[config.mk]
export PLATFORM = sky130hd
export DESIGN_NAME = pc_redirect_unit
export DESIGN_NICKNAME = d
export VERILOG_FILES = /design/src/rtl/pc_redirect_unit.sv
export SDC_FILE = /design/constraint.sdc
export NUM_CORES = 1
export LEC_CHECK = 0
export BUFFER_PORTS_ARGS = -buffer_cell sky130_fd_sc_hd__buf_4
export CORE_MARGIN = 10
export CORE_UTILIZATION = 30
export CTS_BUF_LIST = sky130_fd_sc_hd__clkbuf_2 sky130_fd_sc_hd__clkbuf_4 sky130_fd_sc_hd__clkbuf_8
export CTS_CLUSTER_DIAMETER = 100
export DETAILED_ROUTE_END_ITERATION = 10
export PLACE_DENSITY = 0.51
export SLEW_MARGIN = 20
export SYNTH_ARGS = -nofsm -noshare
export SYNTH_HDL_FRONTEND = slang
export SYNTH_SLANG_ARGS = --single-unit
[constraint.sdc]
create_clock -name Clock -period 4.2 [get_ports Clock]
set_input_delay 0.42 -clock Clock [delete_from_list [all_inputs] [get_ports Clock]]
set_output_delay 0.42 -clock Clock [all_outputs]
set_load 0.01 [all_outputs]
[src/rtl/pc_redirect_unit.sv]
// Fetch-stage PC generator: registers the next fetch PC, computes E-stage
// branch/jump/JR redirect targets and holds a redirect that lands during a stall.
module pc_redirect_unit #(
  parameter logic [31:0] RESET_VEC  = 32'h0000_0000,
  parameter bit          DELAY_SLOT = 1'b1
) (
  input  logic        Clock,
  input  logic        Reset,
  input  logic        stallF,
  input  logic        validE,
  input  logic        branchE,
  input  logic        jumpE,
  input  logic        jrE,
  input  logic [31:0] pcE,
  input  logic [15:0] immE,
  input  logic [25:0] jumpIdxE,
  input  logic [31:0] rsDataE,
  output logic [31:0] pcF,
  output logic [31:0] pcPlus4F,
  output logic        redirect,
  output logic        killF,
  output logic        pendValid
);

  typedef enum logic {
    RUN  = 1'b0,
    PEND = 1'b1
  } state_t;

  state_t      r_state;
  logic [31:0] r_pcF;
  logic [31:0] r_pendTarget;

  logic [31:0] w_pcE4;
  logic [31:0] w_brOff;
  logic [31:0] w_brTarget;
  logic [31:0] w_jTarget;
  logic [31:0] w_target;
  logic        w_req;
  logic        w_accept;
  logic        w_release;

  assign w_pcE4     = pcE + 32'd4;
  assign w_brOff    = {{14{immE[15]}}, immE, 2'b00};
  assign w_brTarget = w_pcE4 + w_brOff;
  assign w_jTarget  = {w_pcE4[31:28], jumpIdxE, 2'b00};
  assign w_req      = validE & (branchE | jumpE | jrE);

  // JR wins over J, which wins over a taken branch.
  always_comb begin
    w_target = w_brTarget;
    if (jrE)        w_target = rsDataE;
    else if (jumpE) w_target = w_jTarget;
  end

  // A redirect is only accepted in RUN; while pending, the first one wins.
  assign w_accept  = ~Reset & (r_state == RUN) & w_req;
  assign w_release = ~Reset & (r_state == PEND) & ~stallF;

  always_ff @(posedge Clock) begin
    if (Reset) begin
      r_state      <= RUN;
      r_pcF        <= RESET_VEC;
      r_pendTarget <= '0;
    end else begin
      case (r_state)
        RUN: begin
          if (w_req) begin
            if (!stallF) begin
              r_pcF <= w_target;
            end else begin
              r_pendTarget <= w_target;
              r_state      <= PEND;
            end
          end else if (!stallF) begin
            r_pcF <= r_pcF + 32'd4;
          end
        end
        PEND: begin
          if (!stallF) begin
            r_pcF   <= r_pendTarget;
            r_state <= RUN;
          end
        end
        default: r_state <= RUN;
      endcase
    end
  end

  assign pcF       = r_pcF;
  assign pcPlus4F  = r_pcF + 32'd4;
  assign redirect  = w_accept;
  assign pendValid = ~Reset & (r_state == PEND);
  assign killF     = ~DELAY_SLOT & (w_accept | w_release);

endmodule

==> qor.csv <==
stage,metric,value,unit
status,outcome,completed,
clock_network,cts_hold_buf,0,
sta,tightest_slew,0.672,ns
sta,period_needed,3.65,ns
setup_path,critPathTopFamily,compound AO/OA/AOI/OAI gates,
sta,skew,0.0109,ns
yosys,ys.flop_type,dfxtp_1,
drt,drtAntennaViolNets,0,
yosys,synth_seq_cells,65,
clock_network,htreeDepth,3,
yosys,ys_top_cells_by_count,"80 x nand2_1, 65 x dfxtp_1, 58 x nor2_1, 57 x a21oi_1, 57 x nand3_1",
place,io_buffer_count,178,
clock_network,cts.sinks,65,
pwr,leakagePower,0.00338,µW
global_routing,grt_max_degree,55,
yosys,ys_warn_count,0,
min_path,worstHoldEndpoint,r_pendTarget[25],
drt,drc,0,
yosys,postSynthCellCount,833,
place,place_area,0.00784,mm²
min_path,hold_depth,3,
place,place_congestion,0.865,
setup_path,r2r-end,pcF[24],
pwr,irDropWorstVdd,147,µV
yosys,syn_nets,983,
drt,vias,6888,
sta,hold_viol,0,
clock_network,cts_buffers,9,
global_routing,grt_pass1_wl,37.4,mm
yosys,async_reset_ff_share,0,%
yosys,ys_types,78,
setup_path,arrival,3.95,ns
die,num_rows,52,
sta,max_slew_margin,54.7,%
clock_network,clk_latency,0.36,ns
setup_path,crit_chain,buf_4 > and3_1 > and4_1 > and2_1 > nand3_1 > inv_1 > nand3_1 > xnor2_1 > ha_1 > inv_1 > o21ai_0 > a221oi_1 > o31ai_1 > a41oi_1 > mux2i_1 > o2111ai_1 > a21oi_1,
place,dpl.hpwl,19.5,mm
global_routing,grt_overflow,0,
min_path,hp-start,jumpIdxE[23],
sta,period_share,87.0,%
global_routing,grt_usage,17.2,%
drt,routed_via_density,5.49,
global_routing,antenna_found_initial,0,
die,dieArea,0.0272,mm²
yosys,synth-seq-area-share,20.7,%
die,die_h,165,µm
setup_path,critical_path_buf_inv_count,3,
setup_path,crit_type,primary input to register,
setup_path,reg2reg_from,pcF[3],
yosys,yosys.area.top_type_share,20.7,%
die,io_pins,180,
job,max-cap-violations,0,
setup_path,slowest_delay,0.39,ns
cells_and_area,area_delta_synth_final,27.6,%
yosys,synth_area_leaders,"dfxtp_1 21%, xnor2_1 7.8%, ha_1 7.2%",
drt,first_iter_violations,483,
clock_network,clock_path_buffers,2,
cells_and_area,drive_above_1_share,23.9,%
yosys,yosys.area.top_type,dfxtp_1,
yosys,mappedNetlistArea,0.00630,mm²
die,initial_utilization,30.8,%
die,design.core.area,0.0204,mm²
setup_path,end_kind,register,
setup_path,crit_required,4.50,ns
sta,rsz0062_at_grt,false,
setup_path,cp_max_fo,6,
die,die_w,165,µm
sta,fmaxAchievable,274,MHz
sta,fin_tns_setup,0,ns
drt,drt-total-wl,24.7,mm
clock_network,post_cts_resized,0,
clock_network,post_cts_buffers,0,
sta,finalSetupViolCount,0,
yosys,synth.avg_cell_area,7.56,µm²
clock_network,tritoncts,built,
cells_and_area,fin_nets,1131,
cells_and_area,n_antenna_cell,0,
setup_path,cp-start-kind,primary input,
clock_network,cts_root_buf,clkbuf_8,
drt,wl_per_cell,19.7,µm
global_routing,grt_pass1_vias,6501,
yosys,yosysMostFrequentCell,nand2_1,
sta,report.final.slew_viol_count,0,
drt,firstDrtPassIters,5,
setup_path,reg2reg_depth,9,
cells_and_area,final_cells,1255,
place,dpl.cell_count,1240,
setup_path,slowest_stage,a221oi_1,
pwr,power_density,259,mW/mm²
min_path,min_path_type,primary input to register,
yosys,synth-edff-count,0,
cells_and_area,final_area,0.00803,mm²
clock_network,cts.clk_slew.worst_paths,0.07,ns
setup_path,reg2reg_slack,1.52,ns
## flip-flops by register name, indices dropped and copies added (netlist names)
name,count
pcF,32
r_pendTarget,32
r_state,1
## report_power, final
part	switching, µW	total, µW	internal, µW
logic	457	817	360
clock network	267	553	286
registers	46.5	708	661
## kinds of logic after synthesis
| logic type | after synthesis | share of synthesized area [%] |
|---|---|---|
| simple gates | 299 | 24.4 |
| compound gates | 275 | 31.5 |
| buf+inv | 80 | 5.24 |
| xor+xnor | 69 | 9.59 |
| flops | 65 | 20.7 |
| fa+ha+maj | 37 | 7.47 |
| mux | 7 | 1.11 |
| other cells | 1 | 0.0595 |
## metrics by stage
stage                     power (µW)  util (%)  setup WS [ns]  hold slack [ns]
after floorplan                 1200         -          0.761            0.436
after global placement          1540      38.4          0.316            0.447
after detailed placement        1540      38.4          0.211            0.450
after CTS                       2090      39.3          0.563            0.386
after global routing            2190      39.3          0.142            0.425
final                           2080      39.3          0.546            0.391
## layer usage
metal / share of wire (%) / up-vias / GRT usage, %
met5: 0 / - / 0
met4: 1.2 / 0 / 3.82
met3: 6.6 / 19 / 3.58
met2: 44 / 217 / 26.3
met1: 48 / 3223 / 24.3
li1: - / 3429 / -
## worst max-delay path by stage
stage / startpoint / endpoint / slack [ns] / cells after the start
4_1_cts: pcE[4] / pcF[25] / 0.56 / 17
3_3_place_gp: pcE[4] / pcF[25] / 0.32 / 17
6_report: pcE[4] / pcF[25] / 0.55 / 17
3_5_place_dp: pcE[4] / pcF[31] / 0.21 / 16
2_1_floorplan: pcE[5] / r_pendTarget[31] / 0.76 / 17
5_1_grt: pcE[4] / r_pendTarget[25] / 0.14 / 17
## layout by cell type (no fill, tap or decap), types with 8 or more instances in the layout
cell	Yosys	layout
buf_4	3	191
nand2b_1	10	10
o211ai_1	11	11
and2_1	8	8
nand4_1	16	16
nor3_1	14	14
a211oi_1	10	10
o21ai_0	41	41
ha_1	36	36
xor2_1	13	13
nor2_1	58	58
inv_1	25	25
nand2_1	80	80
and3_1	9	9
nand3_1	57	57
a221oi_1	31	31
a21o_1	18	18
clkbuf_8	0	10
xnor2_1	56	56
a221o_1	8	8
dfxtp_1	65	65
a21oi_1	57	57
nor3b_1	9	9
o21a_1	16	16
## worst min-delay path, delay by kind of cell
kind / cells / cell delay (ns)
AO/OA/AOI/OAI: 2 / 0.21
buffers and inverters: 1 / 0.09
## layout make-up
cell class / count / area, µm²
fillers: 2241 / 12400
multi-input cells: 688 / 4670
clock buffers: 10 / 138
repair buffers: 191 / 1430
flip-flops and latches: 65 / 1300
inverters: 26 / 97.6
clock inverters: 5 / 56.3
well taps: 270 / 338
No activity file was read; power rests on OpenSTA's default activity.
